==> src/rtl/puf_response_collector.sv <==
// puf_response_collector
//
// Response-side controller for an arbiter PUF. A base challenge is accepted
// over a request handshake. For each response bit i the block applies
// challenge (base + i) mod 2^CH_W to the selector chain and fires the launch
// trigger REPEAT times. It samples the synchronized arbiter output once per
// evaluation and majority-votes the samples into resp_data[i]. After RESP_W
// bits the word is offered on a response handshake.
//
// Each evaluation is SETUP (SETTLE cycles), FIRE (SETTLE cycles, trigger=1),
// SAMPLE (1 cycle) and RELAX (SETTLE cycles).
//
// Optional build macro:
//   PUF_STABILITY_EN - when defined, resp_unstable[i] flags a non-unanimous
//                      vote for bit i. When undefined, resp_unstable is tied
//                      to 0 and the flag logic is not built.
//
// Ports:
//   CLK            in   clock, rising edge
//   RST_N          in   asynchronous active-low reset
//   req_valid      in   request strobe
//   req_ready      out  high only in IDLE (combinational)
//   req_challenge  in   [CH_W]   base challenge, captured on request handshake
//   challenge      out  [CH_W]   challenge applied to the selector chain
//   trigger        out  launch edge into both delay lines
//   arb_in         in   arbiter output, asynchronous (2-flop synchronized)
//   resp_valid     out  response available
//   resp_ready     in   consumer accepts response
//   resp_data      out  [RESP_W] voted response, bit i <-> challenge base+i
//   resp_unstable  out  [RESP_W] per-bit non-unanimous vote flag
//   dbg_state      out  [3]      current FSM state, for debug and checkers
//
// Handshakes: a transfer happens on a rising edge where valid and ready are
// both 1. resp_valid stays high, and resp_data/resp_unstable stay stable,
// until that transfer. req_valid is ignored outside IDLE and resp_ready is
// ignored outside DONE.

module puf_response_collector #(
  parameter int CH_W   = 4,
  parameter int RESP_W = 8,
  parameter int REPEAT = 3,
  parameter int SETTLE = 4
) (
  input  logic              CLK,
  input  logic              RST_N,
  input  logic              req_valid,
  output logic              req_ready,
  input  logic [CH_W-1:0]   req_challenge,
  output logic [CH_W-1:0]   challenge,
  output logic              trigger,
  input  logic              arb_in,
  output logic              resp_valid,
  input  logic              resp_ready,
  output logic [RESP_W-1:0] resp_data,
  output logic [RESP_W-1:0] resp_unstable,
  output logic [2:0]        dbg_state
);

  localparam int CNT_W = $clog2(REPEAT + 1);
  localparam int IDX_W = $clog2(RESP_W + 1);
  localparam int PH_W  = $clog2(SETTLE + 1);

  localparam logic [CNT_W-1:0] REPEAT_C = CNT_W'(REPEAT);
  localparam logic [CNT_W-1:0] HALF_C   = CNT_W'(REPEAT / 2);
  localparam logic [IDX_W-1:0] RESP_W_C = IDX_W'(RESP_W);
  localparam logic [PH_W-1:0]  PH_LOAD  = PH_W'(SETTLE - 1);

  typedef enum logic [2:0] {
    S_IDLE   = 3'd0,
    S_SETUP  = 3'd1,
    S_FIRE   = 3'd2,
    S_SAMPLE = 3'd3,
    S_RELAX  = 3'd4,
    S_DONE   = 3'd5
  } state_e;

  state_e            state_q, state_d;
  logic [PH_W-1:0]   phase_q, phase_d;
  logic [CH_W-1:0]   base_q, base_d;
  logic [IDX_W-1:0]  idx_q, idx_d;
  logic [CNT_W-1:0]  eval_q, eval_d;
  logic [CNT_W-1:0]  ones_q, ones_d;
  logic [CH_W-1:0]   challenge_q, challenge_d;
  logic [RESP_W-1:0] data_q, data_d;
  logic              trigger_q;
  logic              resp_valid_q;
  logic              sync1_q, sync2_q;
  logic              phase_done;
  logic              vote;

`ifdef PUF_STABILITY_EN
  logic [RESP_W-1:0] unst_q, unst_d;
  logic              bit_unstable;
`endif

  assign phase_done = (phase_q == '0);
  assign vote       = (ones_q > HALF_C);

`ifdef PUF_STABILITY_EN
  // Non-unanimous when the ones count is neither all-zero nor all-one.
  assign bit_unstable = (ones_q != '0) && (ones_q != REPEAT_C);
`endif

  always_comb begin
    state_d     = state_q;
    phase_d     = phase_q;
    base_d      = base_q;
    idx_d       = idx_q;
    eval_d      = eval_q;
    ones_d      = ones_q;
    challenge_d = challenge_q;
    data_d      = data_q;
`ifdef PUF_STABILITY_EN
    unst_d      = unst_q;
`endif

    case (state_q)
      S_IDLE: begin
        if (req_valid) begin
          state_d     = S_SETUP;
          phase_d     = PH_LOAD;
          base_d      = req_challenge;
          challenge_d = req_challenge;
          idx_d       = '0;
          eval_d      = '0;
          ones_d      = '0;
          data_d      = '0;
`ifdef PUF_STABILITY_EN
          unst_d      = '0;
`endif
        end
      end

      S_SETUP: begin
        if (phase_done) begin
          state_d = S_FIRE;
          phase_d = PH_LOAD;
        end else begin
          phase_d = phase_q - 1'b1;
        end
      end

      S_FIRE: begin
        if (phase_done) begin
          state_d = S_SAMPLE;
          phase_d = PH_LOAD;
        end else begin
          phase_d = phase_q - 1'b1;
        end
      end

      S_SAMPLE: begin
        // The synchronizer output has settled during FIRE.
        ones_d  = ones_q + CNT_W'(sync2_q);
        eval_d  = eval_q + 1'b1;
        state_d = S_RELAX;
        phase_d = PH_LOAD;
      end

      S_RELAX: begin
        if (phase_done) begin
          phase_d = PH_LOAD;
          if (eval_q < REPEAT_C) begin
            state_d = S_SETUP;
          end else begin
            data_d = data_q | (RESP_W'(vote) << idx_q);
`ifdef PUF_STABILITY_EN
            unst_d = unst_q | (RESP_W'(bit_unstable) << idx_q);
`endif
            eval_d = '0;
            ones_d = '0;
            idx_d  = idx_q + 1'b1;
            if (idx_d == RESP_W_C) begin
              state_d = S_DONE;
            end else begin
              state_d     = S_SETUP;
              challenge_d = base_q + CH_W'(idx_d);
            end
          end
        end else begin
          phase_d = phase_q - 1'b1;
        end
      end

      S_DONE: begin
        if (resp_valid_q && resp_ready) begin
          state_d = S_IDLE;
        end
      end

      default: state_d = S_IDLE;
    endcase
  end

  always_ff @(posedge CLK or negedge RST_N) begin
    if (!RST_N) begin
      state_q      <= S_IDLE;
      phase_q      <= '0;
      base_q       <= '0;
      idx_q        <= '0;
      eval_q       <= '0;
      ones_q       <= '0;
      challenge_q  <= '0;
      data_q       <= '0;
      trigger_q    <= 1'b0;
      resp_valid_q <= 1'b0;
      sync1_q      <= 1'b0;
      sync2_q      <= 1'b0;
    end else begin
      state_q      <= state_d;
      phase_q      <= phase_d;
      base_q       <= base_d;
      idx_q        <= idx_d;
      eval_q       <= eval_d;
      ones_q       <= ones_d;
      challenge_q  <= challenge_d;
      data_q       <= data_d;
      trigger_q    <= (state_d == S_FIRE);
      // Rises one cycle after DONE is entered; drops on the handshake edge
      // together with the return to IDLE.
      resp_valid_q <= (state_q == S_DONE) && !(resp_valid_q && resp_ready);
      sync1_q      <= arb_in;
      sync2_q      <= sync1_q;
    end
  end

`ifdef PUF_STABILITY_EN
  always_ff @(posedge CLK or negedge RST_N) begin
    if (!RST_N) begin
      unst_q <= '0;
    end else begin
      unst_q <= unst_d;
    end
  end

  assign resp_unstable = unst_q;
`else
  assign resp_unstable = '0;
`endif

  assign req_ready  = (state_q == S_IDLE);
  assign challenge  = challenge_q;
  assign trigger    = trigger_q;
  assign resp_valid = resp_valid_q;
  assign resp_data  = data_q;
  assign dbg_state  = state_q;

endmodule

==> config.mk <==
export PLATFORM = sky130hd
export DESIGN_NAME = puf_response_collector
export DESIGN_NICKNAME = d
export VERILOG_FILES = /design/src/rtl/puf_response_collector.sv
export SDC_FILE = /design/constraint.sdc
export NUM_CORES = 1
export LEC_CHECK = 0
export CELL_PAD_IN_SITES_DETAIL_PLACEMENT = 0
export CELL_PAD_IN_SITES_GLOBAL_PLACEMENT = 1
export CORE_MARGIN = 4
export CORE_UTILIZATION = 36
export CTS_BUF_LIST = sky130_fd_sc_hd__clkbuf_16
export DETAILED_ROUTE_END_ITERATION = 10
export GPL_ROUTABILITY_DRIVEN = 0
export GPL_TIMING_DRIVEN = 0
export PLACE_DENSITY = 0.84
export SLEW_MARGIN = 20
export SYNTH_ARGS = -nofsm -noshare
export SYNTH_HDL_FRONTEND = slang
export SYNTH_SLANG_ARGS = --single-unit
export TNS_END_PERCENT = 30
==> constraint.sdc <==
create_clock -name CLK -period 2.19 [get_ports CLK]
set_input_delay 0.3285 -clock CLK [delete_from_list [all_inputs] [get_ports CLK]]
set_output_delay 0.3285 -clock CLK [all_outputs]
set_load 0.02 [all_outputs]
==> flow_metrics.tcl, run 1 <==
set metrics [dict create \
    synth_area_per_cell_um2 10.1 \
    groute.usage.overall 0.140 \
    hold_ws_ns 0.354 \
    multi_input_area_mm2 0.00101 \
    cts.clk_slew.worst_paths_ns 0.06 \
    wirelength_um 4260 \
    htreeDepth 2 \
    p_leak_nw 1.18 \
    worstMarginPinSlew_ns 0.561 \
    clock_latency_ns 0.28 \
    slew_headroom 0.623 \
    critPathKind "reg2reg" \
    r2r_end "challenge[3]" \
    ir_drop_uv 650 \
    power_mw 2.89 \
    fp.coreArea_mm2 0.00517 \
    switching_share 0.362 \
    insertedDiodeCount 0 \
    grt_overflow 0 \
    hold_viol_final 0 \
    slew_violations 0 \
    fillers 490 \
    io_pins 35 \
    skew_ns 0.00725 \
    grt_pass1_vias 1486 \
    num_vias 1525 \
    io_buffer_count 26 \
    worstHoldStart "sync1_q" \
    internal_power_mw 1.84 \
    post-place-ws_ns -0.0444 \
    root_buffer "clkbuf_16" \
    powerDensity_mw_per_mm2 1120 \
    cts_tree "done" \
    avgRoutedWirePerCell_um 13.7 \
    cp-start-kind "flip-flop" \
    hpwl_um 3000 \
    r2r_cells 8 \
    required_ns 2.35 \
    period_share 0.968 \
    viasPerCell 4.90 \
    hold_path.class "reg2reg" \
    rr_startpoint "idx_q[1]" \
    power_frac_seq 0.321 \
    min_path_cells 0 \
    whs_endpoint "sync2_q" \
    synth.distinct_cells 48 \
    synth_cells 192 \
    synth_edf_count 0 \
    synth_area_mm2 0.00194 \
    max_freq_mhz 472 \
    initial_core_util 0.374 \
    ys_ff_latch 34 \
    synth_warnings 0 \
    die_w_um 81.4 \
    p_sw_mw 1.05 \
    dr.pass1.iters 4 \
    cap_violations 0 \
    ant_nets 0 \
    grt_pass1_wl_um 6970 \
    grt_max_degree 26 \
    clockPowerShare 0.229 \
    regArea_um2 853 \
    synth_flop_cell "dfrtp_1" \
    setup_viol 0 \
    drtIter0Drc 43 \
    crit_path_max_fanout 6 \
    final_cell_area_mm2 0.00257 \
    rows 26 \
    min_period_ns 2.12 \
    fin_ws_ns 0.0706 \
    ff2ff_setup_slack_ns 0.07 \
    async_flop_share 1.00 \
    combPwrFrac 0.450 \
    postPlaceCellArea_mm2 0.00233 \
    cts_buffer_depth 2 \
    dieHeight_um 81.4 \
    synth-seq-area-share 0.439 \
    end_kind "flip-flop" \
    final_layout_size_suffix_gt1_frac 0.220 \
    die-area_mm2 0.00662 \
    layout-area-overhead-vs-synth_pct 32.5 \
    antenna_found_initial 0 \
    numCtsBuffers 5 \
    status "finished, final reports clean" \
    worstPathArrival_ns 2.28 \
    route.detailed.drc 0 \
    cts_sinks 34 \
    final_nets 259 \
]
-- synthesized netlist by cell type (4+ instances only) --
master | number | area [µm²]
a22o_1 | 4 | 35.0
ha_1 | 9 | 113
nor2_1 | 20 | 75.1
a21oi_1 | 15 | 75.1
inv_1 | 6 | 22.5
mux2_4 | 4 | 60.1
o21ai_0 | 9 | 45.0
buf_4 | 9 | 67.6
mux2_2 | 5 | 56.3
nand2_1 | 20 | 75.1
dfrtp_1 | 34 | 851
nor3_1 | 6 | 30.0
-- stage by stage --
stage	TNS, ns	instances	util
finish	0	311	0.496
global route	-0.0193	311	0.496
CTS	0	305	0.480
detailed placement	-0.0444	296	0.451
global placement	-0.0133	295	0.447
floorplan	0	199	-
-- power groups by stage --
stage / combinational [mW] / sequential [mW] / clock (mW)
floorplan: 0.813 / 1.00 / 0
global route: 1.43 / 0.944 / 0.711
detailed placement: 1.27 / 0.933 / 0
CTS: 1.28 / 0.927 / 0.689
global placement: 1.24 / 0.930 / 0
finish: 1.30 / 0.925 / 0.662
-- layout by cell type, fill, tap and decap left out, drive strengths merged, types with 8 or more instances in the layout --
cell type | netlist | routed
nor2 | 21 | 21
dfrtp | 34 | 34
nand2 | 20 | 20
clkdlybuf4s50 | 0 | 24
a21oi | 15 | 15
conb | 1 | 8
ha | 9 | 9
o21ai | 12 | 12
buf | 13 | 21
mux2 | 9 | 9
-- repair_timing --
action | in CTS | in global routing
cloned | 0 | 0
hold buffers | 1 | 0
setup endpoints to repair | 1 | 2
gates resized for setup | 1 | 9
pin swaps | 0 | 2
buffers inserted | 0 | 6
endpoints found under the hold margin | 9 | 0
-- per-layer routing --
layer	share of wire	global-route usage	wire, µm
met1	0.47	0.178	2000
met4	0.019	0.0743	81
met2	0.47	0.219	2020
met5	0	0	0
met3	0.038	0.0344	163
-- kinds of logic (layout without fill, tap and decap cells) --
group | count (synthesis) | in the layout | synth area share
flip-flops | 34 | 34 | 0.439
other | 1 | 8 | 0.00194
buffers and inverters | 21 | 63 | 0.0710
XOR/XNOR | 4 | 4 | 0.0181
AND/OR/NAND/NOR | 68 | 68 | 0.184
adder cells (fa/ha/maj) | 10 | 10 | 0.0685
multiplexers | 9 | 9 | 0.0601
AO/OA/AOI/OAI | 45 | 45 | 0.157
-- state kept, by name, summed over array words and instances, names as in the netlist --
signal,cells
eval_q,2
challenge,4
sync1_q,1
sync2_q,1
resp_valid,1
dbg_state,3
base_q,4
phase_q,3
idx_q,4
trigger,1
resp_data,8
ones_q,2
-- worst max path at each step --
stage          startpoint           end  slack (ns)  cells after the start
2_1_floorplan    idx_q[0]  challenge[3]        0.13                      8
3_3_place_gp     idx_q[0]  challenge[3]       -0.01                      8
3_5_place_dp     idx_q[0]  challenge[3]       -0.04                      8
4_1_cts          idx_q[1]  challenge[3]       0.002                      8
5_1_grt          idx_q[1]  challenge[3]       -0.02                      8
6_report         idx_q[1]  challenge[3]        0.07                      8
-- worst max-delay path: stages, from the launching register on --
cell	delay (ns)
dfrtp_2	0.45
ha_4	0.19
xor2_1	0.16
ha_1	0.35
a21oi_2	0.18
and3b_2	0.22
o21a_1	0.13
o31ai_1	0.06
mux2_4	0.26
-- cell type report --
type / instances / share of cell area
Clock buffer: 5 / 0.0488
Buffer: 15 / 0.0449
Timing Repair Buffer: 34 / 0.133
Clock inverter: 3 / 0.00488
Tap cell: 70 / 0.0341
Sequential cell: 34 / 0.333
Multi-Input combinational cell: 144 / 0.393
Inverter: 6 / 0.00878
No activity file was read; power rests on OpenSTA's default activity.
==> run 2: changes to the inputs <==
Settings changed: SETUP_SLACK_MARGIN set to 0.15.
==> run 2 against run 1 <==
  * Largest cell class unchanged
  * Maximum frequency fell by 1.5%
  * Clock skew fell by 0.0028 ns
  * Critical path depth is the same
  * Critical endpoint unchanged
  * Register-to-register slack worse by 0.03 ns
  * Clock power shrank 0.6%
  * Sequential share of layout area decreased by 0.26 points
  * Sequential power is essentially flat
  * Final cell count grew 0.64%
  * Global-route usage down 0.25 points
==> flow_metrics.tcl, run 2 (synthesis results as in run 1) <==
set metrics [dict create \
    layout-area-overhead-vs-synth_pct 33.5 \
    grt_use_met3 0.0344 \
    min_path_cells 0 \
    p_leak_nw 1.18 \
    fin_util 0.500 \
    num_vias 1501 \
    powerDensity_mw_per_mm2 1120 \
    htreeDepth 2 \
    fp.coreArea_mm2 0.00517 \
    initial_core_util 0.374 \
    skew_ns 0.00444 \
    cts_buffer_depth 2 \
    avgRoutedWirePerCell_um 13.4 \
    ant_nets 0 \
    final_cell_area_mm2 0.00259 \
    max_freq_mhz 465 \
    final_nets 261 \
    status "finished, final reports clean" \
    ir_drop_uv 815 \
    cts.clk_slew.worst_paths_ns 0.05 \
    critPathKind "reg2reg" \
    grt_max_degree 25 \
    grt_use_met2 0.200 \
    final_layout_size_suffix_gt1_frac 0.235 \
    setup_viol 0 \
    period_share 0.982 \
    cts_sinks 34 \
    end_kind "flip-flop" \
    antenna_found_initial 0 \
    numCtsBuffers 5 \
    groute.usage.overall 0.138 \
    clock_latency_ns 0.28 \
    postPlaceCellArea_mm2 0.00234 \
    root_buffer "clkbuf_16" \
    io_pins 35 \
    top_usage_layer "met2" \
    drtIter0Drc 94 \
    die-area_mm2 0.00662 \
    final_common_cell "dfrtp_1" \
    grt_use_met1 0.189 \
    worstMarginPinSlew_ns 0.610 \
    grt_pass1_wl_um 6910 \
    r2r_cells 8 \
    route.detailed.drc 0 \
    hpwl_um 2870 \
    slew_headroom 0.590 \
    dieHeight_um 81.4 \
    worstPathArrival_ns 2.37 \
    die_w_um 81.4 \
    min_period_ns 2.15 \
    place_inst 296 \
    rsz0062_at_grt "yes" \
    wirelength_um 4190 \
    cp-start-kind "flip-flop" \
    dr.pass1.iters 4 \
    hold_viol_final 0 \
    crit_path_max_fanout 5 \
    rows 26 \
    final_cell_mix "dfrtp_1 (32), clkdlybuf4s50_1 (24), nand2_1 (20), nor2_1 (20), buf_4 (17)" \
    hold_path.class "reg2reg" \
    largest_reg_flops 8 \
    viasPerCell 4.80 \
    io_buffer_count 26 \
    grt_pass1_vias 1495 \
    insertedDiodeCount 0 \
    cts_tree "done" \
    required_ns 2.41 \
    grt_overflow 0 \
    layoutNonFillerInstCount 313 \
    slew_violations 0 \
    cap_violations 0 \
]
==> run 2: final timing paths <==
kind | start | end | slack [ns]
min in group asynchronous | RST_N | phase_q[2] | 0.48
min | sync1_q | sync2_q | 0.35
min reg2reg | sync1_q | sync2_q | 0.35
max in group asynchronous | RST_N | idx_q[0] | 1.29
max reg2reg | idx_q[1] | challenge[3] | 0.04
max | idx_q[1] | challenge[3] | 0.04
==> run 2: final cells by class <==
type,count,area [µm²]
tap,70,87.6
clock inverter,3,12.5
inverter,6,22.5
clock buffer,5,125
multi-input combinational,144,1020
buffer,15,115
sequential,34,853
fill,478,2590
timing repair buffer,36,352
==> run 2: stage by stage <==
stage                     TNS (ns)  power (mW)  worst slack [ns]  hold WS (ns)
after floorplan                  0        1.81             0.170        0.0329
after global placement           0        2.17            0.0223         0.332
after detailed placement         0        2.20            0.0137         0.244
after CTS                        0        2.87            0.0486         0.348
after global routing       -0.0300        3.09           -0.0300         0.369
final                            0        2.88            0.0394         0.346
==> run 2: worst max-delay path, cell delays in order, from the launching register on <==
cell	delay, ns
dfrtp_2	0.44
ha_4	0.19
xor2_1	0.18
ha_1	0.36
nand3_1	0.14
and3b_2	0.24
o21a_1	0.20
o31ai_2	0.17
mux2_4	0.17
==> run 2: per-layer routing <==
metal | vias to the layer above | routed length [µm]
met5 | - | 0
met4 | 0 | 86
met3 | 9 | 170
met2 | 31 | 1890
met1 | 706 | 2040
li1 | 755 | -
==> run 2: repair_timing <==
item | in CTS | in global routing
setup buffers | 0 | 8
hold endpoints to repair | 10 | 0
pin swaps | 0 | 3
setup endpoints to repair | 2 | 5
gates resized for setup | 3 | 8
hold buffers | 1 | 0
==> run 2: power breakdown <==
| part | internal [mW] | leakage [nW] | switching (mW) |
|---|---|---|---|
| clock network | 0.410 | 0.0724 | 0.248 |
| logic | 0.639 | 0.672 | 0.664 |
| registers | 0.792 | 0.437 | 0.131 |
| total | 1.84 | 1.18 | 1.04 |
==> run 3: changes to the inputs <==
Settings changed: CORE_MARGIN 4 to unset, CORE_UTILIZATION 36 to 40, PLACE_DENSITY 0.84 to 0.88.
Clock period 2.19 ns to 2.06 ns, I/O delays scaled along.
==> run 3 against run 2 <==
  * Non-clock buffer count stayed put
  * Total power is 8.4% higher
  * First-iteration DRC count shrank 17%
  * Clock skew decreased by 0.0012 ns
  * Largest cell class unchanged
  * Utilization up 7.1 points
  * The run now ends with negative setup slack left
  * Worst hold slack worse by 0.0018 ns
==> flow_metrics.tcl, run 3 (synthesis results as in run 1) <==
set metrics [dict create \
    status "finished, violations left" \
    violations "negative setup slack" \
    cts_buffer_depth 2 \
    final_common_cell "dfrtp_1" \
    hold_viol_final 0 \
    die-area_mm2 0.00512 \
    ir_drop_uv 664 \
    worstPathArrival_ns 2.26 \
    fin_ws_ns -0.0379 \
    layout-area-overhead-vs-synth_pct 32.9 \
    avgRoutedWirePerCell_um 13.8 \
    wirelength_um 4080 \
    die_w_um 71.6 \
    slew_headroom 0.641 \
    grt_pass1_wl_um 6830 \
    switching_share 0.364 \
    drtIter0Drc 78 \
    end_kind "flip-flop" \
    root_buffer "clkbuf_16" \
    groute.usage.overall 0.176 \
    powerDensity_mw_per_mm2 1210 \
    crit_path_max_fanout 4 \
    postPlaceCellArea_mm2 0.00232 \
    grt_pass1_vias 1431 \
    cp_cell_sequence "ha_4 > xor2_1 > ha_1 > buf_4 > buf_4 > xnor2_1 > a21oi_1 > mux2_4" \
    ant_nets 0 \
    cp-start-kind "flip-flop" \
    setup_viol 2 \
    crit_path_frequent_cell "buf_4" \
    largest_reg_flops 8 \
    fillers 394 \
    hpwl_um 2720 \
    clockPowerShare 0.228 \
    insertedDiodeCount 0 \
    cap_violations 0 \
    io_buffer_count 26 \
    cts_sinks 34 \
    post-place-ws_ns -0.109 \
    p_sw_mw 1.14 \
    clock_latency_ns 0.28 \
    grt_overflow 0 \
    final_cell_mix "dfrtp_1 (32), clkdlybuf4s50_1 (24), nand2_1 (20), nor2_1 (20), buf_4 (17)" \
    cts.clk_slew.worst_paths_ns 0.05 \
    cp_slowest_cell "dfrtp_2" \
    htreeDepth 2 \
    final_nets 261 \
    final_layout_size_suffix_gt1_frac 0.239 \
    cts_tree "done" \
    required_ns 2.23 \
    r2r_cells 8 \
    internal_power_mw 1.99 \
    slew_violations 0 \
    route.detailed.drc 0 \
    max_freq_mhz 477 \
    min_path_cells 0 \
    num_vias 1523 \
    numCtsBuffers 5 \
    initial_core_util 0.430 \
    dr.pass1.iters 4 \
    viasPerCell 5.16 \
    critPathKind "reg2reg" \
    final_cell_area_mm2 0.00257 \
    min_period_ns 2.10 \
    worstMarginPinSlew_ns 0.534 \
    antenna_found_initial 0 \
    skew_ns 0.00325 \
    fp.coreArea_mm2 0.00450 \
    rsz0062_at_grt "yes" \
    dieHeight_um 71.6 \
    grt_max_degree 23 \
    max_stage_delay_ns 0.44 \
    rows 24 \
    combPwrFrac 0.456 \
    p_leak_nw 1.20 \
    power_frac_seq 0.316 \
    hold_path.class "reg2reg" \
    period_share 1.02 \
    io_pins 35 \
]
==> run 3: per-layer routing <==
layer / track usage / up-vias / wire length [µm]
li1: - / 755 / -
met1: 0.235 / 712 / 1910
met2: 0.269 / 45 / 1900
met3: 0.0436 / 11 / 174
met4: 0.0850 / 0 / 105
met5: 0 / - / 0
==> run 3: power groups by stage <==
stage / logic (mW) / clock network (mW) / registers, mW
6_report: 1.43 / 0.712 / 0.988
5_1_grt: 1.57 / 0.750 / 1.01
4_1_cts: 1.38 / 0.727 / 0.984
3_5_place_dp: 1.34 / 0 / 0.992
3_3_place_gp: 1.31 / 0 / 0.991
2_1_floorplan: 0.868 / 0 / 1.07
==> run 3: stage by stage <==
stage	hold WS (ns)	util	instances	setup TNS (ns)	power [mW]
after floorplan	0.0134	-	199	0	1.93
after CTS	0.348	0.564	294	0	3.09
after global placement	0.332	0.510	277	-1.31	2.30
final	0.344	0.571	295	-0.0730	3.13
after detailed placement	0.230	0.515	278	-0.110	2.33
after global routing	0.356	0.571	295	-0.205	3.34
==> run 3: path summary, 6_finish.rpt <==
| kind | from | endpoint | slack (ns) |
|---|---|---|---|
| min in group asynchronous | RST_N | challenge[2] | 0.46 |
| max reg2reg | idx_q[0] | challenge[2] | -0.04 |
| min | sync1_q | sync2_q | 0.34 |
| max | idx_q[0] | challenge[2] | -0.04 |
| max in group asynchronous | RST_N | idx_q[1] | 1.16 |
| min reg2reg | sync1_q | sync2_q | 0.34 |
==> run 3: what timing repair did <==
| action | 4_1_cts | 5_1_grt |
|---|---|---|
| setup endpoints to repair | 3 | 9 |
| hold endpoints to repair | 12 | 0 |
| cloned | 0 | 0 |
| setup buffers | 7 | 1 |
| resized for setup | 6 | 6 |
| pin swaps | 8 | 5 |
| hold buffers | 1 | 0 |
==> run 3: final cells by class <==
| type | count | area (µm²) | share of cell area |
|---|---|---|---|
| inverters | 6 | 22.5 | 0.00875 |
| plain buffers | 15 | 115 | 0.0447 |
| clock inverters | 3 | 12.5 | 0.00486 |
| flip-flops and latches | 34 | 853 | 0.332 |
| repair buffers | 36 | 355 | 0.138 |
| clock buffers | 5 | 125 | 0.0486 |
| well taps | 52 | 65.1 | 0.0253 |
| multi-input cells | 144 | 1020 | 0.398 |
==> run 3: critical path: cells and delay by family, from the launching register on <==
family	cells	cell delay, ns
AOI/OAI and AO/OA	1	0.12
xor gates and xnor gates	2	0.35
adders and majority gates	2	0.52
DFF	1	0.44
muxes	1	0.28
buffers and inverters	2	0.27
